### src/rtl/fetch_buffer.sv
// Circular PC/instruction queue between the fetch and decode stages.
// Optional macro FETCH_ADEL_EN enables fetch address-error tagging on push.
module fetch_buffer #(
  parameter int DEPTH = 4
) (
  input  logic                     clk,
  input  logic                     reset,
  input  logic                     in_valid,
  input  logic [31:0]              in_pc,
  input  logic [31:0]              in_instr,
  output logic                     in_ready,
  output logic                     out_valid,
  input  logic                     out_ready,
  output logic [31:0]              out_pc,
  output logic [31:0]              out_instr,
  output logic                     out_adel,
  input  logic                     flush,
  output logic [$clog2(DEPTH):0]   count
);

  localparam int              PW       = $clog2(DEPTH);
  localparam logic [PW:0]     FULL_CNT = (PW+1)'(DEPTH);
  localparam logic [PW-1:0]   LAST     = PW'(DEPTH - 1);
  localparam logic [31:0]     RESET_PC = 32'h0000_3000;

  logic [31:0]   pc_mem    [DEPTH];
  logic [31:0]   instr_mem [DEPTH];
  logic [31:0]   store_instr;

  // Initializers give the post-reset state before the first reset edge.
  logic [PW-1:0] wr_ptr = '0;
  logic [PW-1:0] rd_ptr = '0;
  logic [PW:0]   cnt_q  = '0;

  logic push;
  logic pop;

  function automatic logic [PW-1:0] bump(input logic [PW-1:0] p);
    return (p == LAST) ? '0 : p + 1'b1;
  endfunction

  assign in_ready  = (cnt_q != FULL_CNT);
  assign out_valid = (cnt_q != '0);
  assign push      = in_valid && in_ready;
  assign pop       = out_valid && out_ready;
  assign count     = cnt_q;

  always_ff @(posedge clk) begin
    if (!reset || flush) begin
      wr_ptr <= '0;
      rd_ptr <= '0;
      cnt_q  <= '0;
    end else begin
      if (push) wr_ptr <= bump(wr_ptr);
      if (pop)  rd_ptr <= bump(rd_ptr);
      case ({push, pop})
        2'b10:   cnt_q <= cnt_q + 1'b1;
        2'b01:   cnt_q <= cnt_q - 1'b1;
        default: cnt_q <= cnt_q;
      endcase
    end
  end

  // Entry storage carries no reset; discarded entries are unreachable.
  always_ff @(posedge clk) begin
    if (push) begin
      pc_mem[wr_ptr]    <= in_pc;
      instr_mem[wr_ptr] <= store_instr;
    end
  end

`ifdef FETCH_ADEL_EN
  logic adel_mem [DEPTH];
  logic in_adel;

  assign in_adel     = (in_pc[1:0] != 2'b00) || (in_pc < RESET_PC) ||
                       (in_pc > 32'h0000_6FFC);
  assign store_instr = in_adel ? '0 : in_instr;

  always_ff @(posedge clk) begin
    if (push) adel_mem[wr_ptr] <= in_adel;
  end

  assign out_adel = out_valid && adel_mem[rd_ptr];
`else
  assign store_instr = in_instr;
  assign out_adel    = 1'b0;
`endif

  always_comb begin
    out_pc    = RESET_PC;
    out_instr = '0;
    if (out_valid) begin
      out_pc    = pc_mem[rd_ptr];
      out_instr = instr_mem[rd_ptr];
    end
  end

endmodule

### config.mk
export PLATFORM = sky130hd
export DESIGN_NAME = fetch_buffer
export DESIGN_NICKNAME = d
export VERILOG_FILES = /design/src/rtl/fetch_buffer.sv
export SDC_FILE = /design/constraint.sdc
export NUM_CORES = 1
export LEC_CHECK = 0
export ABC_AREA = 1
export BUFFER_PORTS_ARGS = -buffer_cell sky130_fd_sc_hd__buf_2
export CAP_MARGIN = 10
export CORE_MARGIN = 2
export CORE_UTILIZATION = 60
export CTS_BUF_LIST = sky130_fd_sc_hd__clkbuf_8
export DETAILED_ROUTE_END_ITERATION = 12
export HOLD_SLACK_MARGIN = 0.06
export PLACE_DENSITY = 0.82
export SLEW_MARGIN = 20
export SYNTH_ARGS = -nofsm -noshare
export SYNTH_HDL_FRONTEND = slang
export SYNTH_SLANG_ARGS = --single-unit
### constraint.sdc
create_clock -name clk -period 11.7 [get_ports clk]
set_input_delay 1.755 -clock clk [delete_from_list [all_inputs] [get_ports clk]]
set_output_delay 1.755 -clock clk [all_outputs]
set_load 0.01 [all_outputs]
# Word-level counts from Yosys, hierarchy flattened
# Memory sizes are Yosys's and may differ from the RTL's. A register that Yosys moved wholly into a read port is not among the register bits.
# Index checks and enable logic that the tools add are counted.
# op_classes
add_sub_neg	4
n_eq_ne	5
muxes	11
n_reduce_logical	6
# op_table
cell	n
$mux W32	2
$mux W2	6
$eq A2 B2 Y1 const B	3
$pmux W3 S2	1
$add A2 B1 Y2 const B	2
$add A3 B1 Y3 const B	1
$ne A3 B3 Y1 const B	1
$reduce_bool A3 Y1	1
$sub A3 B1 Y3 const B	1
$eq A2 B1 Y1 const B	1
$logic_and A1 B1 Y1	2
$mux W1	2
$reduce_bool A2 Y1	1
$logic_not A1 Y1	1
$logic_or A1 B1 Y1	1
# word_totals
reg_bits	7
ramBits	256
output_inout_bits	70
wordCells	31
mem_count	2
# memory_table
name	depth	width	rd	rd_clocked_by_memory_dff	wr	line_no	source
instr_mem	4	32	1	1	1	27	logic [31:0] instr_mem [DEPTH];
pc_mem	4	32	1	1	1	26	logic [31:0] pc_mem [DEPTH];

# Depth between registers and ports, before layout
# Gate-level depths: netlist (run 1).
# logic_depth
word_depth	4
mapped_depth	13
mapped_depth_nobuf	13

# Least setup slack after synthesis (run 1)
# Ideal clock, no wire load.
# synth_timing
kind	input to register
startpoint	input in_valid
endpoint	memory instr_mem[0][0], enable pin
setup_ns	0.487
arrival_ns	4.616
setup_slack_ns	6.597
path_stages	2
path_buffers	0
path_cell_list	nand2_1 > nor2_1
# synth_via
elab_chain_cells	3
# synth_rtl
item	line_no	source
start: declaration	8	input logic in_valid,
$logic_and A1 B1 Y1	44	assign push = in_valid && in_ready;
$mux W1	66	if (push) begin
$mux W1 (not written as such)	68	instr_mem[wr_ptr] <= store_instr;
end: declaration	27	
# No other way between the ends.

==> results of run 1 <==
-- worst max-delay path: cells and delay by family (launching register included) --
family	cells	cell delay [ns]
compound gates	1	0.26
buf+inv	3	1.27
flops	1	0.48
simple gates	3	0.26
-- state kept, by name, indices dropped and copies added, names as in the netlist, named ones only --
register and flops:
wr_ptr 2, rd_ptr 2, count 3, instr_mem 128, pc_mem 128
-- final timing paths --
path	depth (start not counted)	startpoint	end	slack (ns)
setup reg to reg	5	count[0]	instr_mem[1][17]	9.03
hold / removal	2	count[0]	count[0]	0.50
hold reg to reg	2	count[0]	count[0]	0.50
setup / recovery	7	register	out_instr[24]	7.09
-- stage by stage --
stage                     worst slack (ns)   util  hold WS, ns
after floorplan                       6.60      -        0.483
after global placement                7.67  0.656        0.491
after detailed placement              7.61  0.656        0.498
after CTS                             7.06  0.699        0.507
after global routing                  6.87  0.699        0.539
final                                 7.09  0.699        0.500
-- cells by family after synthesis --
group | Yosys count
simple gates | 416
buf+inv | 68
fa+ha+maj | 7
other cells | 1
compound gates | 132
flops | 265
-- final cells by class --
| type | count | area, sq um |
|---|---|---|
| multi-input cells | 556 | 2370 |
| repair buffers | 145 | 746 |
| fillers | 1214 | 5200 |
| well taps | 225 | 282 |
| flip-flops and latches | 265 | 7870 |
| clock buffers | 43 | 592 |
| inverters | 19 | 76.3 |
| clock inverters | 32 | 158 |
-- power by group through the flow --
stage / Combinational [W] / Clock, W / Sequential [W]
3_5_place_dp: 0.000144 / 0 / 0.00110
5_1_grt: 0.000160 / 0.000754 / 0.00108
4_1_cts: 0.000145 / 0.000708 / 0.00108
2_1_floorplan: 0.0000852 / 0 / 0.00110
3_3_place_gp: 0.000141 / 0 / 0.00110
6_report: 0.000143 / 0.000693 / 0.00108
-- Yosys cell counts --
master    count
ha_1          6
fa_1          1
inv_1        17
or2_2         2
nand3b_1      1
conb_1        1
o211ai_1      2
o21ai_1       4
inv_2         2
buf_2        21
nand2_1     265
a21oi_1      64
buf_6        10
dfxtp_1       9
clkbuf_1      9
nor2_1      144
buf_1         2
nand3_1       3
edfxtp_1    256
nand4_1       1
buf_4         7
o21ai_0      61
a21boi_0      1
-- metal layers --
layer | up-vias | track usage | wire (um)
li1 | 3319 | - | -
met1 | 3172 | 0.277 | 8260
met2 | 217 | 0.369 | 10300
met3 | 38 | 0.0504 | 1380
met4 | 4 | 0.0693 | 363
met5 | - | 0 | 25
==> results.toml, run 1 <==
[run_status]
outcome = "finished clean"

[global_route]
grtUsageTotal = 0.216
antenna_found_initial = 3
grt_overflow = 0
first_global_vias = 6318
grt_pass1_wl_mm = 31.1
grt_max_degree = 95

[worst_setup_path]
max_stage_delay_ns = 0.69
path_common_cell = "nand2_1"
worst_setup_path_start_kind = "register"
cp_cell_sequence = "inv_4, buf_4, nand2_1, nand2_1, nand2_1, a21oi_1, buf_2"
crit_path_end_kind = "output port"
crit_slowest_cell = "buf_4"
crit_path_max_fanout = 82
cp.arrival_ns = 2.85
required_ns = 9.95
criticalPathCategory = "register to output port"

[final_layout]
layout_commonest_cell = "nand2_1"
area_growth_syn_to_layout_pct = 14.2
diodes = 0
drive_above_1_share = 0.192
fin_area_sq_um = 12100
final-instance-count-excl-fill = 1285
nets = 1105
final_cell_mix = "265 x nand2_1, 256 x edfxtp_1, 140 x nor2_1"

[drt]
wl_mm = 20.3
drt.antenna.violating_nets = 0
avgViaCountPerCell = 5.25
drc = 0
vias = 6750
drtPass1Iterations = 5
drtIter0Drc = 481
post_drt_wl_per_cell_um = 15.8

[die]
io_pins = 139
start_util = 0.612
core_sq_um = 17300
fp.dieH_um = 137
die_w_um = 137
die-area_sq_um = 18700
rows = 48

[cts]
cts_max_level = 2
cts_resized = 0
cts_tree = "built"
cts_setup_buffers = 0
cts_root_buf = "clkbuf_8"
cts_buffer_depth = 3
clkTransAtPathRegs_ns = 0.06
cts_buffers = 42
clk_latency_ns = 0.52
cts.sinks = 265
hold_buffers = 0

[place]
post_dp_cell_area_sq_um = 11300
gp_congestion = 0.748
place_inst = 1210
portBuffers = 137
dp_hpwl_mm = 11.4

[synthesis]
netlist_area_sq_um = 10600
synth_mux_area_frac = 0
synth_fp_nets = 965
yosysTopAreaCell = "edfxtp_1"
ys_ff_latch = 265
synthSimpleGateAreaFrac = 0.149
yosysTopAreaCellShare = 0.726
yosysUniqueCellTypes = 23
synth_fa_ha_area_frac = 0.00898
ys.warnings.count = 0
seq_area_frac_synth = 0.743
post_synth_xor_area_fraction = 0
synth_top_family_by_area = "simple AND/OR/NAND/NOR gates"
syn_area_per_cell_sq_um = 11.9
synth.area.top_cells = "edfxtp_1 73%, nand2_1 9.4%, nor2_1 5.1%, a21oi_1 3.0%, o21ai_0 2.9%"
syn_inst = 889
synth_compound_area_frac = 0.0631

[pwr]
p_sw_frac = 0.227
p_total_w = 0.00192
p_clk_frac = 0.362
p_per_area_nw_per_um2 = 158
power_leakage_nw = 4.87
ir_worst_vdd_mv = 0.111
switchingPower_w = 0.000436
comb_power_share = 0.075
p_int_w = 0.00148
seq_power_share = 0.564

[timing]
tightestPinTransition_ns = 1.03
rsz0062_at_grt = "no"
fin_crit_sh = 0.394
drv_slew = 0
fin_crit_ns = 4.61
fin_skew_ns = 0.0169
tns_ns = 0
finalHoldViolations = 0
setup_violations = 0
max_freq_mhz = 217
slew_headroom = 0.316

[job]
cap_viol_max_count = 0

[min_path]
hold_path.class = "register to register"
Power figures use the tool's default switching activity.
==> run 2: changes to the inputs <==
Settings changed: CORE_UTILIZATION 60 to 54, PLACE_DENSITY 0.82 to 0.78.
Clock period 11.7 ns to 3.85 ns, I/O delays scaled along.
==> run 2 against run 1 <==
  * First-iteration DRC count is 30% higher
  * Clock power rose to 3.0 times the previous value
  * Sequential share of layout area decreased by 0.70 points
  * Via count grew 1.1%
  * Register-to-register slack got worse by 7.5 ns
  * Clock skew decreased by 0.0072 ns
  * Critical path depth fell by 2
  * Largest power group unchanged
==> results.toml, run 2 (synthesis gave the netlist of run 1 again) <==
[die]
io_pins = 139
rows = 51
die-area_sq_um = 20800
die_w_um = 144
core_sq_um = 19300
start_util = 0.548
fp.dieH_um = 144

[drt]
drc = 0
drtPass1Iterations = 4
wl_met3_mm = 1.50
avgViaCountPerCell = 5.12
wl_mm = 21.4
m1WireLength_mm = 8.78
drt.antenna.violating_nets = 0
topRoutingLayerUsed = "met4"
drtIter0Drc = 625
post_drt_wl_per_cell_um = 16.0
wl_met2_mm = 10.8
vias = 6823

[cts]
clkTransAtPathRegs_ns = 0.06
cts_setup_buffers = 0
cts_root_buf = "clkbuf_8"
cts.sinks = 265
cts_tree = "built"
clk_latency_ns = 0.53
cts_resized = 0
cts_buffers = 41
cts_max_level = 2
hold_buffers = 0
cts_buffer_depth = 3

[pwr]
p_per_area_nw_per_um2 = 473
power_leakage_nw = 4.89
ir_worst_vdd_mv = 0.304
p_total_w = 0.00578

[timing]
slew_headroom = 0.518
max_freq_mhz = 311
drv_slew = 0
fin_crit_ns = 3.22
finalHoldViolations = 0
tightestPinTransition_ns = 0.722
holdWs_ns = 0.265
fin_skew_ns = 0.00967
setup_violations = 0
rsz0062_at_grt = "no"
fin_crit_sh = 0.836

[worst_setup_path]
crit_path_end_kind = "output port"
cp.arrival_ns = 2.64
criticalPathCategory = "register to output port"
required_ns = 3.27
worst_setup_path_start_kind = "register"
crit_path_max_fanout = 58

[min_path]
hold_path.class = "input pin to register"

[final_layout]
drive_above_1_share = 0.197
nets = 1107
final_cell_mix = "265 x nand2_1, 256 x edfxtp_1, 140 x nor2_1"
final_core_util = 0.632
layout_commonest_cell = "nand2_1"
nFillCells = 1490
area_growth_syn_to_layout_pct = 15.4

[place]
gp_congestion = 0.786
portBuffers = 137
dp_hpwl_mm = 12.0

[global_route]
antenna_found_initial = 6
grt_pass1_wl_mm = 32.8
grt_max_degree = 69
grtUsageTotal = 0.206
grt_overflow = 0
first_global_vias = 6524

[job]
cap_viol_max_count = 0

[run_status]
outcome = "finished clean"
-- run 2: final cells by class --
class                           instances  area (sq um)  share of cell area
Sequential cell                       265          7870               0.644
Multi-Input combinational cell        556          2370               0.194
Timing Repair Buffer                  148           843              0.0690
Clock buffer                           43           592              0.0484
Tap cell                              265           332              0.0271
Clock inverter                         31           129              0.0105
Inverter                               19          76.3             0.00624
Antenna cell                            5          12.5             0.00102
-- run 2: power by group --
group	switching, W	internal (W)	total [W]	leakage, nW
combinational	0.000301	0.000147	0.000448	2.06
clock	0.00101	0.00104	0.00205	0.399
sequential	0.0000271	0.00326	0.00328	2.42
total	0.00134	0.00444	0.00578	4.89
-- run 2: metrics by stage --
stage                     cell area, sq um  worst slack, ns  setup TNS, ns  cells
after floorplan                      10600           -0.107         -27.31    889
after global placement               11500             1.18              0   1253
after detailed placement             11500             1.18              0   1253
after CTS                            12200            0.605              0   1327
after global routing                 12200            0.480              0   1331
final                                12200            0.633              0   1332
-- run 2: path summary, 6_finish.rpt --
path	startpoint	endpoint	slack, ns	cells after the start
worst max register to register	count[0]	pc_mem[1][28]	1.51	5
worst min register to register	count[0]	count[0]	0.51	2
worst min-delay path	in_instr[15]	instr_mem[3][15]	0.26	1
worst max-delay path	register	out_instr[11]	0.63	5
-- run 2: worst max-delay path, stage by stage (launching register included) --
cell	delay, ns
dfxtp_4	0.78
inv_4	0.40
buf_12	0.30
o21ai_0	0.33
a21oi_1	0.11
buf_2	0.15
-- run 2: metal layers --
layer | vias to the layer above | global-route usage
met4 | 0 | 0.0810
met3 | 25 | 0.0454
met1 | 3239 | 0.260
met5 | - | 0
li1 | 3329 | -
met2 | 230 | 0.350
==> run 3: changes to the inputs <==
Settings changed: CORE_UTILIZATION 54 to 60, PLACE_DENSITY 0.78 to 0.82.
Clock period 3.85 ns to 3.3 ns, I/O delays scaled along.
==> run 3 against run 2 <==
  * Clock power is 20% higher
  * Die area is 9.7% lower
  * Final area is 0.13% higher
  * First-iteration DRC count is 0.48% lower
  * Cell count is 3.4% lower
  * Routed wire length is 0.89% lower
  * Core utilization is 7.5 points higher
  * Register-to-register slack worse by 0.38 ns
==> results.toml, run 3 (synthesis gave the netlist of run 1 again) <==
[run_status]
outcome = "finished clean"

[worst_setup_path]
required_ns = 2.80
endpoint = "out_pc[21]"
worst_setup_path_start_kind = "register"
max_stage_delay_ns = 0.47
criticalPathCategory = "register to output port"
crit_path_end_kind = "output port"
critical-path-top-delay-family = "buffers and inverters"
cp_cell_sequence = "inv_4, buf_12, nand2_1, nand2_1, nand2_1, a21oi_1, buf_2"
rrSetupSlack_ns = 1.13
cp.arrival_ns = 2.31
worst-path-stages = 7
crit_path_max_fanout = 65
worstReg2RegStart = "count[1]"
path_common_cell = "nand2_1"
rr_worst_depth = 5
crit_buf_inv = 3
reg2reg_to = "pc_mem[3][1]"
crit_slowest_cell = "inv_4"

[timing]
slew_headroom = 0.489
fin_crit_ns = 2.81
rsz0062_at_grt = "no"
tightestPinTransition_ns = 0.765
fin_ws_ns = 0.492
fin_crit_sh = 0.851
fin_skew_ns = 0.0240
drv_slew = 0
max_freq_mhz = 356
setup_violations = 0
finalHoldViolations = 0
tns_ns = 0

[cts]
cts_buffers = 41
cts_buffer_depth = 3
cts_root_buf = "clkbuf_8"
cts_setup_buffers = 0
clk_latency_ns = 0.54
cts_tree = "built"
cts.sinks = 265
cts_resized = 0
cts_max_level = 2
hold_buffers = 0
clkTransAtPathRegs_ns = 0.06

[pwr]
power_leakage_nw = 4.91
p_per_area_nw_per_um2 = 557
ir_worst_vdd_mv = 0.484

[drt]
wl_mm = 21.2
post_drt_wl_per_cell_um = 16.5
drtPass1Iterations = 5
drt.antenna.violating_nets = 0
drc = 0
drtIter0Drc = 622
vias = 6887
avgViaCountPerCell = 5.35

[global_route]
first_global_vias = 6490
grt_max_degree = 129
grt_overflow = 0
antenna_found_initial = 3
grtUsageTotal = 0.227
grt_pass1_wl_mm = 32.0

[place]
dp_hpwl_mm = 12.2
gp_congestion = 0.759
dp_slack_ns = 1.06
portBuffers = 137

[die]
start_util = 0.612
rows = 48
die-area_sq_um = 18700
io_pins = 139
core_sq_um = 17300
die_w_um = 137
fp.dieH_um = 137

[final_layout]
final_cell_mix = "265 x nand2_1, 256 x edfxtp_1, 140 x nor2_1"
nFillCells = 1164
regArea_sq_um = 7870
final_core_util = 0.708
area_growth_syn_to_layout_pct = 15.6
drive_above_1_share = 0.198
multiInputGateArea_sq_um = 2370
layout_commonest_cell = "nand2_1"
nets = 1107

[job]
cap_viol_max_count = 0

[min_path]
min-delay-start = "in_instr[13]"
hold_path.class = "input pin to register"
hold_depth = 1
run 3: worst min-delay path by stage:
stage                                   to  slack (ns)
final                     instr_mem[3][13]        0.16
after global routing       instr_mem[2][0]        0.14
after CTS                  instr_mem[1][0]        0.14
after detailed placement          count[0]        0.50
after global placement            count[0]        0.49
after floorplan                   register        0.48
run 3: worst reg2reg max path, stage by stage, from the launching register on:
cell and delay (ns):
dfxtp_1 0.37, nor2_1 0.08, nand2_1 0.08, nand2_1 0.32
nor2_4 0.73, buf_12 0.30
run 3: metrics by stage:
stage,hold WS [ns],power (W),std cells,instance area [sq um]
final,0.161,0.00682,1287,12200
after global routing,0.140,0.00707,1286,12200
after CTS,0.140,0.00686,1285,12200
after floorplan,0.483,0.00420,889,10600
after global placement,0.487,0.00441,1212,11500
after detailed placement,0.496,0.00443,1212,11500
run 3: layout make-up:
class / count / share of cell area
antenna: 1 / 0.000204
clock buffer: 42 / 0.0472
clock inverter: 31 / 0.0132
inverter: 19 / 0.00623
multi-input combinational: 556 / 0.194
sequential: 265 / 0.643
tap: 225 / 0.0230
timing repair buffer: 148 / 0.0736
run 3: metal layers:
metal | global-route usage | up-vias | routed length, um
met4 | 0.0819 | 4 | 469
met2 | 0.383 | 254 | 10600
li1 | - | 3323 | -
met5 | 0 | - | 25
met1 | 0.284 | 3262 | 8460
met3 | 0.0607 | 44 | 1600
run 3: power by group:
part           switching [W]  total (W)  leakage, nW  internal [W]
clock network        0.00120    0.00246        0.407       0.00127
logic               0.000361   0.000537         2.08      0.000175
registers          0.0000250    0.00382         2.42       0.00380
total                0.00158    0.00682         4.91       0.00524
